<file path="src/rtl/attack_resolver.sv">
// Resolves one attack per start pulse: LFSR roll, hit/miss decision, saturating HP
// subtraction on the defender, a one-cycle done strobe and the game-over latch.
module attack_resolver #(
  parameter int          HP_W      = 7,
  parameter int          HP_INIT   = 100,
  parameter logic [7:0]  LFSR_SEED = 8'hA5
) (
  input  logic            clk,
  input  logic            resetn,
  input  logic            start,
  input  logic            attacker,
  input  logic [4:0]      dmg,
  input  logic [4:0]      accu,
  input  logic            new_game,
  output logic [HP_W-1:0] hp_p1,
  output logic [HP_W-1:0] hp_p2,
  output logic            busy,
  output logic            done,
  output logic            hit,
  output logic [3:0]      roll,
  output logic            game_over
);

  localparam logic [HP_W-1:0] HP_RST = HP_W'(HP_INIT);

  typedef enum logic [2:0] {IDLE, ROLL, APPLY, DONE, OVER} state_t;

  state_t          state;
  logic [7:0]      lfsr;
  logic [7:0]      lfsr_nxt;
  logic [4:0]      dmg_q;
  logic [4:0]      accu_q;
  logic            att_q;
  logic [HP_W-1:0] dmg_ext;

  function automatic logic [HP_W-1:0] sat_sub(input logic [HP_W-1:0] hp,
                                              input logic [HP_W-1:0] d);
    return (hp <= d) ? '0 : hp - d;
  endfunction

  // x^8+x^6+x^5+x^4+1; the all-zero lockup state reloads the seed
  always_comb begin
    lfsr_nxt = {lfsr[6:0], lfsr[7] ^ lfsr[5] ^ lfsr[4] ^ lfsr[3]};
    if (lfsr == 8'h00) lfsr_nxt = LFSR_SEED;
  end

  always_ff @(posedge clk or negedge resetn) begin
    if (!resetn) lfsr <= LFSR_SEED;
    else         lfsr <= lfsr_nxt;
  end

  assign dmg_ext = {{(HP_W-5){1'b0}}, dmg_q};

  always_ff @(posedge clk or negedge resetn) begin
    if (!resetn) begin
      state     <= IDLE;
      hp_p1     <= HP_RST;
      hp_p2     <= HP_RST;
      hit       <= 1'b0;
      roll      <= '0;
      busy      <= 1'b0;
      done      <= 1'b0;
      game_over <= 1'b0;
      dmg_q     <= '0;
      accu_q    <= '0;
      att_q     <= 1'b0;
    end else if (new_game) begin
      // roll and the LFSR are deliberately left running
      state     <= IDLE;
      hp_p1     <= HP_RST;
      hp_p2     <= HP_RST;
      hit       <= 1'b0;
      busy      <= 1'b0;
      done      <= 1'b0;
      game_over <= 1'b0;
    end else begin
      case (state)
        IDLE: if (start) begin
          dmg_q  <= dmg;
          accu_q <= accu;
          att_q  <= attacker;
          roll   <= lfsr[3:0];
          busy   <= 1'b1;
          state  <= ROLL;
        end
        ROLL: begin
          hit   <= ({1'b0, roll} < accu_q);
          state <= APPLY;
        end
        APPLY: begin
          if (hit) begin
            if (att_q) hp_p1 <= sat_sub(hp_p1, dmg_ext);
            else       hp_p2 <= sat_sub(hp_p2, dmg_ext);
          end
          done  <= 1'b1;
          state <= DONE;
        end
        DONE: begin
          done <= 1'b0;
          busy <= 1'b0;
          if (hp_p1 == '0 || hp_p2 == '0) begin
            game_over <= 1'b1;
            state     <= OVER;
          end else begin
            state <= IDLE;
          end
        end
        OVER:    state <= OVER;
        default: state <= IDLE;
      endcase
    end
  end

endmodule

</file>
<file path="config.mk">
export PLATFORM = sky130hd
export DESIGN_NAME = attack_resolver
export DESIGN_NICKNAME = d
export VERILOG_FILES = /design/src/rtl/attack_resolver.sv
export SDC_FILE = /design/constraint.sdc
export NUM_CORES = 1
export LEC_CHECK = 0
export BUFFER_PORTS_ARGS = -buffer_cell sky130_fd_sc_hd__buf_2
export CAP_MARGIN = 5
export CORE_MARGIN = 4
export CORE_UTILIZATION = 40
export DETAILED_ROUTE_END_ITERATION = 6
export GPL_ROUTABILITY_DRIVEN = 0
export PLACE_DENSITY = 0.65
export SETUP_SLACK_MARGIN = 0.02
export SYNTH_ARGS = -nofsm -noshare
export SYNTH_HDL_FRONTEND = slang
export SYNTH_SLANG_ARGS = --single-unit
</file>
<file path="constraint.sdc">
create_clock -name clk -period 4.6 [get_ports clk]
set_clock_uncertainty 0.1 [all_clocks]
set_input_delay 0.69 -clock clk [delete_from_list [all_inputs] [get_ports clk]]
set_output_delay 0.69 -clock clk [all_outputs]
set_load 0.02 [all_outputs]
</file>
Word-level counts from Yosys, hierarchy flattened
Cells that the tools add are included.
{ "totals": {"in_bits": 15, "mem_count": 0, "rom_bits": 0, "ram_bits": 0, "latchBits": 0, "reg_bits": 44} }
{ "op_classes": {"div": 0, "mux": 25, "add_sub_neg": 2, "n_eq_ne": 6, "order_cmp": 3, "bitwise_logic": 4, "shifts": 0, "multipliers": 0, "reduce_logical": 18} }
{ "op_table": {"columns": ["operator", "n"], "rows": [
  ["7-bit two-way mux", 10],
  ["3-bit one-hot mux with 5 select lines", 1],
  ["7-bit by 5-bit less-or-equal comparator with 1-bit output", 2],
  ["7-bit zero test", 2],
  ["7-bit by 5-bit subtractor with 7-bit output", 2],
  ["2-bit nonzero test", 6],
  ["3-bit two-way mux", 3],
  ["3-bit AND reduction", 3],
  ["8-bit zero test", 1],
  ["1-bit two-way mux", 8],
  ["8-bit two-way mux", 1],
  ["3-bit by 2-bit == test with 1-bit output, second input constant", 2],
  ["3-bit nonzero test", 2],
  ["4-bit by 5-bit less-than comparator with 1-bit output", 1],
  ["1-bit one-hot mux with 2 select lines", 2],
  ["2-bit AND reduction", 2],
  ["3-bit by 1-bit == test with 1-bit output, second input constant", 1],
  ["3-bit == test, second input constant", 1],
  ["3-bit zero test", 1],
  ["3-bit != test, second input constant", 1],
  ["1-bit XOR", 3],
  ["2-bit != test, second input constant", 1],
  ["1-bit logical OR", 1],
  ["1-bit NOT", 1]
]} }

Depth between registers and ports, before layout
Gate-level depths: netlist of the first run.
{ "logic_depth": {"ltp_word": 6, "mapped_depth": 8, "depth_no_buf": 8} }

Least setup slack after synthesis of the first run
No wires, ideal clock.
{ "synth_path": {"kind": "register to register", "startpoint": "register hp_p2[0]", "endpoint": "register hp_p2[4]", "path_stages_with_launch": 8, "t_arrival_ns": 1.875, "setup_time_ns": 0.101, "path_slack_ns": 2.524, "n_path_buf": 0, "synth_period_minus_slack_ns": 2.076, "cell_sequence": "dfrtp_1 -> inv_1 -> ha_1 -> fa_1 -> nand2b_1 -> a21oi_1 -> xnor2_1 -> o32ai_1"} }
{ "synth_between": {"elab_chain_cells": 6, "word_cells_on_any_way": 7} }
{ "synth_lines": {"columns": ["element", "line_no", "source"], "rows": [
  ["from (decl)", "16", "output logic [HP_W-1:0] hp_p2,"],
  ["from (signal assigned)", "93", "else hp_p2 <= sat_sub(hp_p2, dmg_ext);"],
  ["7-bit by 5-bit subtractor with 7-bit output / 7-bit by 5-bit less-or-equal comparator with 1-bit output (equally long branches)", "38", "return (hp <= d) ? '0 : hp - d;"],
  ["7-bit two-way mux *", "38", null],
  ["7-bit two-way mux *", "92", "if (att_q) hp_p1 <= sat_sub(hp_p1, dmg_ext);"],
  ["7-bit two-way mux *", "91", "if (hit) begin"],
  ["7-bit two-way mux *", "77", "case (state)"],
  ["7-bit two-way mux *", "67", "end else if (new_game) begin"]
]} }
Mark *: on every way between the ends. The rest lies on a longest branch, timed or not. The select of a mux whose other input is x is not followed.
A chain may end at the register's enable or synchronous reset.

Final worst setup path of the first run
{ "layout_path": {"startpoint": "register dmg_q[1]", "endpoint": "register hp_p2[1]"} }
{ "layout_between": {"elab_chain_cells": 6, "word_cells_on_any_way": 7} }
{ "layout_lines": {"columns": ["element", "line_no", "source"], "rows": [
  ["from (decl)", "31", "logic [4:0] dmg_q;"],
  ["from (signal assigned)", "79", "dmg_q <= dmg;"],
  ["7-bit by 5-bit subtractor with 7-bit output / 7-bit by 5-bit less-or-equal comparator with 1-bit output (equally long branches)", "38", null],
  ["7-bit two-way mux *", "38", null],
  ["7-bit two-way mux *", "92", null],
  ["7-bit two-way mux *", "91", null],
  ["7-bit two-way mux *", "77", null],
  ["7-bit two-way mux *", "67", null]
]} }
Marks and branches as above.

==> summary.md, run 1 <==
| Metric | Value |
|---|---|
| Status | `complete, no violations` |
| Worst Max-Slew Pin Slew | `992 ps` |
| Hold Path Origin | `lfsr[2]` |
| CP required | `4670 ps` |
| Top-level port count | `37` |
| Final WL | `4.84 mm` |
| Initial DRC count | `112` |
| Maxcap violations | `0` |
| Hold Crit Class | `flip-flop to flip-flop` |
| Die W | `84.4 um` |
| Core area | `0.00557 mm2` |
| Crit path capture type | `flip-flop` |
| Switch share | `31.1%` |
| Worst rel slew slack | `33.8%` |
| Port Buffers | `36` |
| RSZ-0062 raised after global routing | `no` |
| Worst reg-to-reg setup slack | `2370 ps` |
| Post-synth top cells | `dfrtp_1 (34), nor2_1 (19), inv_1 (16)` |
| FFs w/ async S/R, synth | `100%` |
| Setup-failing EPs final | `0` |
| Dpl hpwl | `3.58 mm` |
| Top cell type's share of synthesized area | `36.5%` |
| Fraction of layout cells with a size suffix above 1 | `31.1%` |
| Final Cycle Share | `48.5%` |
| Layout overhead on the synthesized area | `14.7%` |
| WP data arrival | `2300 ps` |
| Highest Clock Rate | `0.449 GHz` |
| Synth top area cells | `dfrtp_1 (36%), dfstp_2 (11%), mux2_2 (7.2%), ha_1 (7.0%), nor2_1 (3.1%)` |
| Avg WL per Cell | `15.0 um` |
| # rows | `27` |
| Leakage power | `1.24 nW` |
| Final design utilization | `48.0%` |
| CP startpoint kind | `flip-flop` |
| WHS | `314 ps` |
| Post-CTS Resized | `0` |
| Most used flip-flop cell after synthesis | `dfrtp_1` |
| Drt pass-1 iters | `4` |
| Number of global-route vias before repair | `1,680` |
| Combinational share of power | `26.6%` |
| Met2 global-route usage | `21.7%` |
| ANT cells | `0` |
| Post-layout min period | `2230 ps` |
| Yosys top cell by area | `dfrtp_1` |
| Total GRT Usage | `14.4%` |
| Fin nets | `280` |
| First-pass GRT wire length | `8.27 mm` |
| Syn. warnings | `0` |
| Initial cell density of the core | `41.8%` |
| Die area | `0.00712 mm2` |
| GRT Max-Usage Layer | `met2` |
| Post-synth EDFFs | `0` |
| Postcts setup bufs | `0` |
| Max VDD drop | `0.202 mV` |
| Gr ovfl total | `0` |
| Clock Sinks | `44` |
| Syn Area/Cell | `10.8 um2` |
| Cell Area, Synth | `0.00233 mm2` |
| Antenna-violating nets left | `0` |
| Vias | `1,677` |
| TritonCTS clock tree | `yes` |
| Met3 usage | `4.32%` |
| PwrDens | `391 mW/mm2` |
| Share of power burned in registers | `44.1%` |
| H-tree level count | `2` |
| Final instance area | `0.00268 mm2` |
| DRC viols | `0` |
| CTS Buf Count | `5` |
| Clock share of power | `29.3%` |
| Cell variety after synth | `43` |
| Root buf cell | `clkbuf_8` |
| Synthesis-stage register bit count | `44` |
| Mapped Nets | `245` |
| Hold-fix buffer count after cts | `0` |
| Routing usage on met1 | `20.8%` |
| Max Slew Vio Count | `0` |
| Reg2reg start | `dmg_q[1]` |
| Die Y-Extent | `84.4 um` |
| CTS Buffer Depth | `2` |
| DP Area | `0.00256 mm2` |
| Fillers | `528` |
| Clk Latency, worst-skew pair | `300 ps` |
| Internal power | `0.721 mW` |
| Cells after synthesis | `215` |
| Largest net degree at the start of global routing | `45` |
| Setup CP Type | `flip-flop to flip-flop` |
| Sequential area share after synthesis | `47.7%` |
| Endpoints failing hold | `0` |
| Vias per inst | `5.19` |
| Crit path from | `dmg_q[1]` |
| Antenna violations before repair | `0` |
| Setup TNS after final layout | `0 ps` |
| Clock transition at path regs | `90 ps` |
| Psw | `0.326 mW` |
| CP Max Fanout | `4` |
| Count leader, synth | `dfrtp_1` |
[cell usage in the layout (no fill, tap or decap), types with 8 or more instances in the layout]
cell type,netlist,final
buf_2,1,36
dfrtp_1,34,34
nor2_1,19,19
inv_1,16,16
mux2_2,15,15
a21oi_1,13,13
ha_1,13,13
nand2_1,11,11
dfstp_2,10,10
o21ai_0,9,9
nand2b_1,8,8
[metrics by stage]
step / power (mW) / worst slack [ps] / cells
3_3_place_gp: 0.743 / 2320 / 315
6_report: 1.05 / 2370 / 323
3_5_place_dp: 0.747 / 2270 / 315
5_1_grt: 1.12 / 2210 / 323
2_1_floorplan: 0.674 / 2520 / 215
4_1_cts: 1.06 / 2370 / 323
[flip-flops by register name, summed over array words and instances (netlist names)]
name       flops
accu_q         5
att_q          1
busy           1
dmg_q          5
done           1
game_over      1
hit            1
hp_p1          7
hp_p2          7
lfsr           8
roll           4
state          3
[cells by family after synthesis]
| group | after synthesis | share of synthesized area, % |
|---|---|---|
| buffers and inverters | 24 | 4.40 |
| flip-flops | 44 | 47.7 |
| multiplexers | 16 | 7.67 |
| XOR/XNOR | 10 | 3.76 |
| AND/OR/NAND/NOR | 64 | 14.4 |
| AO/OA/AOI/OAI | 42 | 13.4 |
| adder cells (fa/ha/maj) | 15 | 8.69 |
[routing by layer]
metal	part of all wire, %	wire (um)
met4	0.37	18
met5	0	0
met1	50	2400
met2	45	2200
met3	4.5	216
[layout make-up]
| class | instances | area [um2] | area share [%] |
|---|---|---|---|
| clock inverter | 3 | 46.3 | 1.73 |
| timing repair buffer | 36 | 180 | 6.74 |
| inverter | 16 | 60.1 | 2.25 |
| sequential | 44 | 1110 | 41.6 |
| clock buffer | 5 | 68.8 | 2.57 |
| multi-input combinational | 147 | 1120 | 41.7 |
| tap | 72 | 90.1 | 3.37 |
[worst paths after layout]
path | depth (start not counted) | endpoint
max | 7 | hp_p2[1]
min | 0 | lfsr[3]
max reg2reg | 7 | hp_p2[1]
min reg2reg | 0 | lfsr[3]
max in group asynchronous | 1 | accu_q[3]
min in group asynchronous | 1 | hp_p1[3]
[power groups by stage]
stage,clock (mW),sequential [mW],combinational [mW]
finish,0.307,0.462,0.278
CTS,0.320,0.462,0.281
global placement,0,0.469,0.274
detailed placement,0,0.469,0.277
floorplan,0,0.474,0.200
global route,0.333,0.468,0.317
[worst max-delay path, cell delays in order (launching register included)]
cell	delay [ps]
dfrtp_1	480
inv_1	100
ha_1	300
nor2b_1	150
o2111ai_1	290
a22oi_1	180
o31ai_2	350
o32ai_1	150
Power figures use the tool's default switching activity.
==> run 2: changes to the inputs <==
Settings changed: PLACE_DENSITY 0.65 to 0.67.
Clock period 4.6 ns to 1.8 ns, I/O delays scaled along.
==> run 2 against run 1 <==
Effect of this change: the flow now finishes with violations (negative setup slack); maximum frequency rose by 23%; clock-buffer cell count grew 1; register-to-register slack worse by 2400 ps.
==> summary.md, run 2 (synthesis gave the netlist of run 1 again) <==
| Metric | Value |
|---|---|
| Max reg flops | `8` |
| Vias | `1,819` |
| Die Y-Extent | `84.4 um` |
| Final WL | `5.54 mm` |
| CTS Buf Count | `5` |
| Top-level port count | `37` |
| CP required | `1910 ps` |
| Maxcap violations | `0` |
| CP Max Fanout | `3` |
| Worst rel slew slack | `68.8%` |
| First-pass GRT wire length | `9.30 mm` |
| H-tree level count | `2` |
| WP buf/inv | `0` |
| Worst Max-Slew Pin Slew | `468 ps` |
| Post-route setup slack | `-14.2 ps` |
| Final instance area | `0.00318 mm2` |
| Root buf cell | `clkbuf_8` |
| Hold Crit Class | `input pin to flip-flop` |
| Clock transition at path regs | `90 ps` |
| Avg WL per Cell | `15.7 um` |
| Crit path capture type | `flip-flop` |
| Place WS | `-116 ps` |
| ANT cells | `0` |
| DP Area | `0.00292 mm2` |
| WP data arrival | `1920 ps` |
| Leakage power | `1.40 nW` |
| CP Cell Sequence | `ha_4 > fa_2 > nand2b_4 > a21oi_4 > xnor2_1 > o32ai_2` |
| Most frequent cells in the layout | `buf_2 (36), dfrtp_1 (28), buf_4 (28), nor2_1 (18), mux2_2 (15)` |
| Fraction of layout cells with a size suffix above 1 | `53.9%` |
| Drt pass-1 iters | `4` |
| Failing checks | `negative setup slack` |
| PwrDens | `964 mW/mm2` |
| Endpoints failing hold | `0` |
| Number of global-route vias before repair | `1,902` |
| Vias per inst | `5.14` |
| Worst path max stage delay | `440 ps` |
| Post-layout power | `3.07 mW` |
| Max VDD drop | `0.521 mV` |
| Antenna violations before repair | `0` |
| Highest Clock Rate | `0.551 GHz` |
| Register with the most flip-flops | `lfsr` |
| WHS | `93.1 ps` |
| Port Buffers | `36` |
| Largest regs | `lfsr (8), hp_p1 (7), hp_p2 (7)` |
| TritonCTS clock tree | `yes` |
| Clock Sinks | `44` |
| Status | `finished, violations left` |
| Setup-failing EPs final | `3` |
| CP max stage cell | `dfrtp_1` |
| Commonest non-fill, non-tap cell in the layout | `buf_2` |
| Die W | `84.4 um` |
| # rows | `27` |
| DRC viols | `0` |
| Met2 global-route usage | `27.7%` |
| Initial DRC count | `105` |
| Core area | `0.00557 mm2` |
| Crit-path leading delay family | `adder cells` |
| Routing usage on met1 | `21.4%` |
| Post-layout min period | `1810 ps` |
| Initial cell density of the core | `41.8%` |
| Gr ovfl total | `0` |
| Final design utilization | `57.1%` |
| Die area | `0.00712 mm2` |
| CTS Buffer Depth | `2` |
| Final Cycle Share | `101%` |
| Max Slew Vio Count | `0` |
| Dpl hpwl | `4.16 mm` |
| Total GRT Usage | `16.2%` |
| RSZ-0062 raised after global routing | `yes` |
| CP startpoint kind | `flip-flop` |
| Fin nets | `311` |
| Largest net degree at the start of global routing | `27` |
| Clk Latency, worst-skew pair | `300 ps` |
| Antenna-violating nets left | `0` |
| Setup CP Type | `flip-flop to flip-flop` |
| Layout overhead on the synthesized area | `36.5%` |
| Met3 usage | `2.85%` |
| GRT Max-Usage Layer | `met2` |
run 2: changes by cell type in the layout (fill, tap and decap cells not counted), sizes merged:
| cell | delta |
|---|---|
| inv | -1 |
| clkinvlp | -1 |
| clkbuf | +1 |
| buf | +30 |
| dlygate4sd3 | +1 |
| clkinv | +1 |
run 2: final cells by class:
class | instances | area, um2
inverters | 16 | 60.1
clock buffers | 6 | 82.6
well taps | 72 | 90.1
repair buffers | 67 | 432
clock inverters | 2 | 38.8
multi-input cells | 147 | 1360
fillers | 473 | 2390
flip-flops and latches | 44 | 1120
run 2: per-stage QoR:
step	cells	setup TNS (ps)
finish	354	-29.6
global route	354	-592
CTS	351	-97.8
detailed placement	340	-762
global placement	340	-387
floorplan	215	-165
run 2: path summary, 6_finish.rpt:
check	cells past startpoint	to	startpoint	slack [ps]
min in group asynchronous	2	hp_p1[1]	resetn	360
setup / recovery	6	hp_p2[4]	dmg_q[0]	-10
setup reg to reg	6	hp_p2[4]	dmg_q[0]	-10
hold / removal	2	dmg_q[0]	dmg[0]	90
max in group asynchronous	3	lfsr[7]	resetn	660
hold reg to reg	0	lfsr[6]	lfsr[5]	310
run 2: what timing repair did:
item / CTS / global route
pin swaps: 7 / 10
gates resized for setup: 10 / 12
buffers inserted: 2 / 3
endpoints found under the hold margin: 13 / 0
hold buffers: 1 / 0
cloned: 0 / 0
setup endpoints to repair: 12 / 13
run 2: layer usage:
| layer | part of all wire, % | vias to the layer above |
|---|---|---|
| met4 | 1.0 | 0 |
| met1 | 46 | 887 |
| met2 | 49 | 35 |
| met5 | 0 | - |
| met3 | 4.1 | 7 |
| li1 | - | 890 |
run 2: report_power, final:
group | internal (mW) | total, mW | switching [mW] | leakage [nW]
Sequential | 1.09 | 1.17 | 0.0734 | 0.528
Clock | 0.454 | 0.804 | 0.350 | 0.0614
Combinational | 0.554 | 1.10 | 0.545 | 0.813
Total | 2.10 | 3.07 | 0.968 | 1.40
